`config.mk`:
```
export PLATFORM = sky130hd
export DESIGN_NAME = btn_debounce_rpt_flat
export DESIGN_NICKNAME = d
export VERILOG_FILES = /design/src/rtl/btn_pkg.sv /design/src/rtl/btn_debounce_rpt_if.sv /design/src/rtl/btn_chan.sv /design/src/rtl/btn_debounce_rpt.sv /design/src/flat_wrapper.sv
export SDC_FILE = /design/constraint.sdc
export NUM_CORES = 1
export LEC_CHECK = 0
export ABC_AREA = 1
export BUFFER_PORTS_ARGS = -buffer_cell sky130_fd_sc_hd__buf_2
export CAP_MARGIN = 0
export CORE_ASPECT_RATIO = 0.9
export CORE_MARGIN = 4
export CORE_UTILIZATION = 35
export DETAILED_ROUTE_END_ITERATION = 8
export SYNTH_ARGS = -nofsm -noshare
export SYNTH_HDL_FRONTEND = slang
export SYNTH_SLANG_ARGS = --single-unit
```
`constraint.sdc`:
```
create_clock -name clk -period 1.31 [get_ports clk]
set_input_delay 0.1965 -clock clk [delete_from_list [all_inputs] [get_ports clk]]
set_output_delay 0.1965 -clock clk [all_outputs]
set_load 0.02 [all_outputs]
```
`src/rtl/btn_pkg.sv`:
```
// Shared types and constants for the button debounce / auto-repeat stage.
//   btn_state_t : per-channel FSM state (IDLE, HOLD, RPT)
//   HIST_LEN    : number of consecutive equal samples needed to change level
//   cnt_width() : counter width for a count range 0..n-1, at least 1 bit
package btn_pkg;

    typedef enum logic [1:0] {
        IDLE,
        HOLD,
        RPT
    } btn_state_t;

    localparam int unsigned HIST_LEN = 3;

    function automatic int unsigned cnt_width(input int unsigned n);
        return (n > 1) ? $clog2(n) : 1;
    endfunction

endpackage

```
`src/rtl/btn_debounce_rpt_if.sv`:
```
// Button bundle between the raw push-button pins and the counter stages.
//   btn     : raw buttons, active-low, asynchronous to the system clock
//   btn_out : one-clock press / repeat pulse per button, active-high
//   btn_lvl : debounced pressed level per button, active-high
// master drives the raw buttons and observes the results; slave is the
// debouncer itself.
interface btn_debounce_rpt_if #(
    parameter int unsigned WIDTH = 3
);

    logic [WIDTH-1:0] btn;
    logic [WIDTH-1:0] btn_out;
    logic [WIDTH-1:0] btn_lvl;

    modport master (
        output btn,
        input  btn_out,
        input  btn_lvl
    );

    modport slave (
        input  btn,
        output btn_out,
        output btn_lvl
    );

endinterface

```
`src/rtl/btn_chan.sv`:
```
// Single button channel: 2-flop synchroniser, sampled debounce history,
// press-edge detection and optional auto-repeat while held.
//   clk      : system clock
//   n_rst    : asynchronous active-low reset
//   btn_i    : raw button, active-low
//   tick_i   : one-clock sample strobe shared by all channels
//   rpt_en_i : enables auto-repeat while the button is held
//   pulse_o  : registered one-clock press / repeat pulse
//   lvl_o    : registered debounced pressed level
module btn_chan
    import btn_pkg::*;
#(
    parameter int unsigned REPEAT_DLY = 50,
    parameter int unsigned REPEAT_PER = 20
) (
    input  logic clk,
    input  logic n_rst,
    input  logic btn_i,
    input  logic tick_i,
    input  logic rpt_en_i,
    output logic pulse_o,
    output logic lvl_o
);

    localparam int unsigned RMAX   = (REPEAT_DLY > REPEAT_PER) ? REPEAT_DLY : REPEAT_PER;
    localparam int unsigned RCNT_W = cnt_width(RMAX);

    localparam logic [RCNT_W-1:0] DLY_LAST = RCNT_W'(REPEAT_DLY - 1);
    localparam logic [RCNT_W-1:0] PER_LAST = RCNT_W'(REPEAT_PER - 1);

    logic                sync1_q;
    logic                sync2_q;
    logic [HIST_LEN-1:0] hist_q;
    logic [HIST_LEN-1:0] hist_d;
    logic                all_prs;
    logic                all_rel;
    btn_state_t          state_q;
    logic [RCNT_W-1:0]   rcnt_q;
    logic                pulse_q;
    logic                lvl_q;

    // Decisions are taken on the history as it will be after this tick,
    // so level and pulse land together on the clock after the tick.
    always_comb begin
        hist_d  = {hist_q[HIST_LEN-2:0], sync2_q};
        all_prs = (hist_d == '0);
        all_rel = (hist_d == '1);
    end

    always_ff @(posedge clk or negedge n_rst) begin
        if (!n_rst) begin
            sync1_q <= 1'b1;
            sync2_q <= 1'b1;
            hist_q  <= '1;
            state_q <= IDLE;
            rcnt_q  <= '0;
            pulse_q <= 1'b0;
            lvl_q   <= 1'b0;
        end else begin
            sync1_q <= btn_i;
            sync2_q <= sync1_q;
            pulse_q <= 1'b0;

            if (tick_i) begin
                hist_q <= hist_d;

                if (all_prs) begin
                    lvl_q <= 1'b1;
                end else if (all_rel) begin
                    lvl_q <= 1'b0;
                end

                case (state_q)
                    IDLE: begin
                        if (all_prs) begin
                            pulse_q <= 1'b1;
                            rcnt_q  <= '0;
                            state_q <= HOLD;
                        end
                    end

                    HOLD: begin
                        // Release is checked first so it wins over a
                        // coincident repeat pulse.
                        if (all_rel) begin
                            rcnt_q  <= '0;
                            state_q <= IDLE;
                        end else if (rpt_en_i) begin
                            if (rcnt_q == DLY_LAST) begin
                                pulse_q <= 1'b1;
                                rcnt_q  <= '0;
                                state_q <= RPT;
                            end else begin
                                rcnt_q <= rcnt_q + RCNT_W'(1);
                            end
                        end
                    end

                    RPT: begin
                        if (all_rel) begin
                            rcnt_q  <= '0;
                            state_q <= IDLE;
                        end else if (rcnt_q == PER_LAST) begin
                            pulse_q <= 1'b1;
                            rcnt_q  <= '0;
                        end else begin
                            rcnt_q <= rcnt_q + RCNT_W'(1);
                        end
                    end

                    default: begin
                        rcnt_q  <= '0;
                        state_q <= IDLE;
                    end
                endcase
            end
        end
    end

    assign pulse_o = pulse_q;
    assign lvl_o   = lvl_q;

endmodule

```
`src/rtl/btn_debounce_rpt.sv`:
```
// Push-button input stage for the clock/timer tops: turns raw active-low
// buttons into clean one-clock press pulses, with optional auto-repeat.
//   clk   : system clock
//   n_rst : asynchronous active-low reset
//   bif   : button bundle (slave): btn in, btn_out / btn_lvl out
// A single free-running sample tick is shared by every channel.
module btn_debounce_rpt
    import btn_pkg::*;
#(
    parameter int unsigned     WIDTH      = 3,
    parameter int unsigned     SAMPLE_CYC = 500000,
    parameter int unsigned     REPEAT_DLY = 50,
    parameter int unsigned     REPEAT_PER = 20,
    parameter logic [WIDTH-1:0] REPEAT_EN = '0
) (
    input  logic                clk,
    input  logic                n_rst,
    btn_debounce_rpt_if.slave   bif
);

    localparam int unsigned        TCNT_W    = cnt_width(SAMPLE_CYC);
    localparam logic [TCNT_W-1:0]  TCNT_LAST = TCNT_W'(SAMPLE_CYC - 1);

    logic [TCNT_W-1:0] tcnt_q;
    logic [TCNT_W-1:0] tcnt_d;
    logic              tick;
    logic [WIDTH-1:0]  out_w;
    logic [WIDTH-1:0]  lvl_w;

    always_comb begin
        tick   = (tcnt_q == TCNT_LAST);
        tcnt_d = tick ? '0 : tcnt_q + TCNT_W'(1);
    end

    always_ff @(posedge clk or negedge n_rst) begin
        if (!n_rst) begin
            tcnt_q <= '0;
        end else begin
            tcnt_q <= tcnt_d;
        end
    end

    for (genvar i = 0; i < WIDTH; i++) begin : g_chan
        btn_chan #(
            .REPEAT_DLY (REPEAT_DLY),
            .REPEAT_PER (REPEAT_PER)
        ) u_chan (
            .clk      (clk),
            .n_rst    (n_rst),
            .btn_i    (bif.btn[i]),
            .tick_i   (tick),
            .rpt_en_i (REPEAT_EN[i]),
            .pulse_o  (out_w[i]),
            .lvl_o    (lvl_w[i])
        );
    end

    assign bif.btn_out = out_w;
    assign bif.btn_lvl = lvl_w;

endmodule

```
`src/flat_wrapper.sv`:
```
// flat-port wrapper written by rule: the top's interface ports become plain ports
module btn_debounce_rpt_flat import btn_pkg::*;
#(
    parameter int unsigned     WIDTH      = 3,
    parameter int unsigned     SAMPLE_CYC = 500000,
    parameter int unsigned     REPEAT_DLY = 50,
    parameter int unsigned     REPEAT_PER = 20,
    parameter logic [WIDTH-1:0] REPEAT_EN = '0
)
  (clk, n_rst, bif_btn, bif_btn_out, bif_btn_lvl);
  btn_debounce_rpt_if #(.WIDTH(WIDTH)) bif_i ();
  input  logic clk;
  input  logic n_rst;
  input wire logic [$bits(bif_i.btn)-1:0] bif_btn;
  output wire logic [$bits(bif_i.btn_out)-1:0] bif_btn_out;
  output wire logic [$bits(bif_i.btn_lvl)-1:0] bif_btn_lvl;
  assign bif_i.btn = bif_btn;
  assign bif_btn_out = bif_i.btn_out;
  assign bif_btn_lvl = bif_i.btn_lvl;
  btn_debounce_rpt #(.WIDTH(WIDTH), .SAMPLE_CYC(SAMPLE_CYC), .REPEAT_DLY(REPEAT_DLY), .REPEAT_PER(REPEAT_PER), .REPEAT_EN(REPEAT_EN)) u_core (.clk(clk), .n_rst(n_rst), .bif(bif_i));
endmodule
```
# After elaboration in Yosys (flattened, before gate mapping)
# Cells that the tools add are included.
# classes
n_addsub	4
eq_ne	22
muxes	46
n_reduce_logical	21
# ops
operator	count
6-bit 2-to-1 mux	12
6-bit one-hot mux with 3 select lines	3
19-bit by 1-bit adder with 19-bit output (second input constant)	1
19-bit equality test (second input constant)	1
19-bit 2-to-1 mux	1
6-bit by 1-bit adder with 6-bit output (second input constant)	3
6-bit by 5-bit equality test with 1-bit output (second input constant)	3
1-bit 2-to-1 mux	18
3-bit AND reduction	6
2-bit 2-to-1 mux	6
2-bit inequality test (second input constant)	6
2-bit one-hot mux with 2 select lines	3
3-bit equality test (second input constant)	3
3-bit logical NOT	3
2-bit by 1-bit equality test with 1-bit output (second input constant)	3
2-bit equality test (second input constant)	3
2-bit logical NOT	3
2-bit by 1-bit inequality test with 1-bit output (second input constant)	3
1-bit one-hot mux with 2 select lines	3
2-bit AND reduction	3
2-bit nonzero test	3
2-bit OR reduction	3
# totals
regBits	61
inputBits	5
out_inout_bits	6
wordCells	115

# Longest topological paths before layout
# logic_depth
word_depth	5
mapped_depth	8
depth_no_buf	8

# Cells and area by module
# A second synthesis with hierarchy kept.
# hier_totals
cells_unflattened	490
hier_area_um2	3804.9
# modules_own_cells
module	instances	cells_per_inst	area_each_um2	seq_area_each_um2
btn_chan	3	113	890.9	355.3
btn_debounce_rpt	1	151	1132.3	475.5

# Worst setup path after synthesis
# OpenSTA, ideal clock, no wires.
# synth_path
path_type	register -> register
start	register u_core.tcnt_q[0]
end	register u_core.g_chan[0].u_chan.lvl_q
setup_ns	0.118
t_arrival_ns	1.258
t_required_ns	1.192
path_slack_ns	-0.066
path_stages_with_launch	9
path_buffers	0
period_less_slack_ns	1.376
path_cell_list	dfrtp_1 ha_1 nand2_1 nor2_4 nand2_1 nor2_2 nand3_1 nand2_1 nand2_1
# synth_between
elab_chain_cells	2
# synth_rtl
element	line	rtl
start, declared	btn_debounce_rpt.sv:24	logic [TCNT_W-1:0] tcnt_q;
start signal, assigned	btn_debounce_rpt.sv:39	tcnt_q <= tcnt_d;
19-bit equality test	btn_debounce_rpt.sv:31	tick = (tcnt_q == TCNT_LAST);
2-bit AND reduction (no line)	n/a	
end signal, assigned	btn_chan.sv:58	lvl_q <= 1'b0;
end signal, assigned	btn_chan.sv:68	lvl_q <= 1'b1;
end signal, assigned	btn_chan.sv:70	lvl_q <= 1'b0;
end, declared	btn_chan.sv:40	logic lvl_q;
# Every way passes these cells.
# A chain may end at the register's enable or synchronous reset.

# Worst setup path in the final report
# layout_path
start	register u_core.tcnt_q[4]
end	register u_core.tcnt_q[15]
# layout_between
elab_chain_cells	2
elab_cells_between_ends	3
classes_between	add/sub: 1; eq/ne: 1; mux: 1
# layout_rtl
element	line	rtl
19-bit by 1-bit adder with 19-bit output / 19-bit equality test (equally long branches)	btn_debounce_rpt.sv:32, btn_debounce_rpt.sv:31	
19-bit 2-to-1 mux *	btn_debounce_rpt.sv:32	tcnt_d = tick ? '0 : tcnt_q + TCNT_W'(1);
named net u_core.tcnt_d[15]	btn_debounce_rpt.sv:25	logic [TCNT_W-1:0] tcnt_d;
# Mark *: on every way through the listed nets, which the timed path passes. The rest lies on a longest branch.

==> impl_metrics.json <==
{
  "status": "finished with violations",
  "violations": "negative setup slack",
  "synth_top_family_by_area": "simple AND/OR/NAND/NOR gates",
  "p_switching_w": 0.000472,
  "cts_buffer_depth": 2,
  "p_clk_share_pct": 41.3,
  "die_y_um": 79.9,
  "finalHoldViolCount": 0,
  "crit_fanout": 5,
  "grt_pass1_vias": 1622,
  "syn2layout_area_growth_pct": 27.3,
  "crit_arrival_ns": 1.55,
  "h-tree-depth": 2,
  "design.die.area_um2": 7020,
  "insertion_delay_ns": 0.29,
  "routabilityCongestion": 0.860,
  "p_comb_share_pct": 2.4,
  "seqPwrFrac_pct": 56.3,
  "max_freq_mhz": 730,
  "firstDrtPassIters": 4,
  "top_layer": "met4",
  "finalCriticalPeriod_ns": 1.37,
  "synth.yosys.warnings": 0,
  "io_buffer_count": 10,
  "ys_ff_latch": 40,
  "dr_wl_met2_um": 1920,
  "place_hpwl_um": 3190,
  "grt_usage_pct": 13.9,
  "drt_iter0_drc": 87,
  "finalSetupViolations": 17,
  "fin_nets": 294,
  "internal-power_w": 0.00176,
  "die_w_um": 87.8,
  "cts_sinks": 40,
  "dp_cells": 340,
  "ir_drop_mv": 0.383,
  "p_sw_share_pct": 21.1,
  "grt_max_degree": 19,
  "synth-adder-area-share_pct": 0.623,
  "vias": 1609,
  "max-cap-violations": 0,
  "path_clk_slew_ns": 0.08,
  "viasPerCell": 4.52,
  "mappedNetlistArea_um2": 2010,
  "root_buffer": "clkbuf_8",
  "std_cell_rows": 25,
  "hold_class": "in -> async",
  "required_ns": 1.49,
  "synth_sequential_area_ratio_pct": 50.6,
  "drv_slew": 0,
  "synthSimpleGateAreaFrac_pct": 31.0,
  "critPathKind": "reg -> reg",
  "startpoint_type": "register",
  "io_pins": 11,
  "synthXorXnorAreaFrac_pct": 3.49,
  "initial_core_util_pct": 37.1,
  "slew_headroom_pct": 73.6,
  "final_common_cell": "nand2_1",
  "core_area_um2": 5410,
  "synth_nets": 249,
  "final_cells": 356,
  "clock_skew_ns": 0.00650,
  "rsz0062_at_grt": "true",
  "synth_cells": 243,
  "synth_mux_area_share_pct": 0,
  "tritoncts": "yes",
  "p_leak_nw": 1.25,
  "final_core_util_pct": 47.2,
  "cp-end-kind": "register",
  "wire_per_inst_um": 12.1,
  "wl_met3_um": 183,
  "finalWorstSetupSlack_ns": -0.0592,
  "grt_pass1_wl_um": 7530,
  "avgSynthCellArea_um2": 8.26,
  "drc": 0,
  "diodes": 0,
  "power_density_nw_per_um2": 873,
  "drtAntennaViolNets": 0,
  "numCtsBuffers": 5,
  "synth_compound_area_share_pct": 4.36,
  "antenna_found_initial": 0,
  "fin_crit_sh_pct": 105,
  "drive_above_1_share_pct": 33.2,
  "m1WireLength_um": 2130,
  "globalRouteOverflowTotal": 0,
  "worstMarginPinSlew_ns": 0.396,
  "drt_wl_total_um": 4310,
  "layout_common_cells": "61 x nand2_1, 34 x inv_1, 31 x nor2_1",
  "ys_types": 22
}
==> synth_stat cells (all sizes together) <==
library cell / number / area (µm²)
nor3: 6 / 52.6
o21bai: 2 / 15.0
dfrtp: 28 / 701
a21oi: 1 / 5.00
nand4: 9 / 56.3
nand3: 15 / 80.1
inv: 35 / 131
o21ai: 9 / 67.6
dfstp: 12 / 315
ha: 1 / 12.5
xor2: 8 / 70.1
nand2: 67 / 256
buf: 8 / 67.6
nor2: 42 / 178
==> logic make-up (layout without fill, tap and decap cells) <==
kind of cell | after synthesis | count (layout)
flip-flops | 40 | 40
adder cells (fa/ha/maj) | 1 | 1
buffers and inverters | 43 | 89
AND/OR/NAND/NOR | 139 | 139
AO/OA/AOI/OAI | 12 | 12
XOR/XNOR | 8 | 8
==> cell type report <==
| class | instances | area, µm² |
|---|---|---|
| multi-input cells | 160 | 873 |
| well taps | 67 | 83.8 |
| inverters | 35 | 131 |
| clock inverters | 1 | 5.00 |
| fillers | 557 | 2860 |
| repair buffers | 46 | 347 |
| clock buffers | 7 | 97.6 |
| flip-flops and latches | 40 | 1020 |
==> per-stage QoR <==
stage,setup WS (ns),power (W),hold WS (ns),instance area [µm²],TNS [ns]
after detailed placement,-0.0929,0.00133,0.155,2310,-0.822
after global placement,-0.0623,0.00133,0.151,2310,-0.453
after CTS,-0.0840,0.00227,0.360,2510,-0.857
final,-0.0592,0.00223,0.359,2560,-0.407
after global routing,-0.163,0.00234,0.367,2560,-3.40
after floorplan,-0.00489,0.00128,-0.0991,2030,-0.0249
==> worst paths after layout <==
kind | from | endpoint | slack (ns) | cells past startpoint
worst max-delay path | u_core.tcnt_q[4] | u_core.tcnt_q[15] | -0.06 | 6
worst min-delay path | n_rst | u_core.g_chan[0].u_chan.pulse_o | 0.36 | 2
worst max register to register | u_core.tcnt_q[4] | u_core.tcnt_q[15] | -0.06 | 6
worst min register to register | u_core.g_chan[0].u_chan.sync1_q | u_core.g_chan[0].u_chan.sync2_q | 0.36 | 0
max in group asynchronous | n_rst | u_core.tcnt_q[6] | 0.46 | 3
min in group clk | u_core.g_chan[0].u_chan.sync1_q | u_core.g_chan[0].u_chan.sync2_q | 0.36 | 0
==> routing by layer <==
layer | track usage (%) | up-vias
met5 | 0 | -
met4 | 4.60 | 0
met3 | 3.10 | 8
met2 | 20.9 | 32
met1 | 19.5 | 732
li1 | - | 837
==> power by group through the flow <==
| stage | logic [W] | registers [W] | clock network, W |
|---|---|---|---|
| final | 0.0000540 | 0.00126 | 0.000923 |
| after global routing | 0.0000646 | 0.00126 | 0.00102 |
| after CTS | 0.0000575 | 0.00126 | 0.000953 |
| after detailed placement | 0.0000485 | 0.00128 | 0 |
| after global placement | 0.0000470 | 0.00128 | 0 |
| after floorplan | 0.00000684 | 0.00128 | 0 |
==> registers in the layout (all words and copies together) (netlist names) <==
name,cells
u_core.tcnt_q,19
u_core.g_chan.u_chan.hist_q,6
u_core.g_chan.u_chan.lvl_o,3
u_core.g_chan.u_chan.pulse_o,3
u_core.g_chan.u_chan.state_q,3
u_core.g_chan.u_chan.sync1_q,3
u_core.g_chan.u_chan.sync2_q,3
==> critical path, stage by stage (launching register included) <==
cell and delay [ns]:
dfrtp_1 0.45, nand2_1 0.15, nor2_2 0.20, buf_4 0.15, nand3_1 0.08, nor3_1 0.16
nor2_1 0.07
==> timing repair <==
action	in CTS	in global routing
endpoints found under the hold margin	6	0
hold buffers	4	0
buffers inserted	2	2
endpoints found under the setup margin	23	31
cloned	0	0
pin swaps	8	5
gates resized for setup	8	13
No activity file was read; power rests on OpenSTA's default activity.
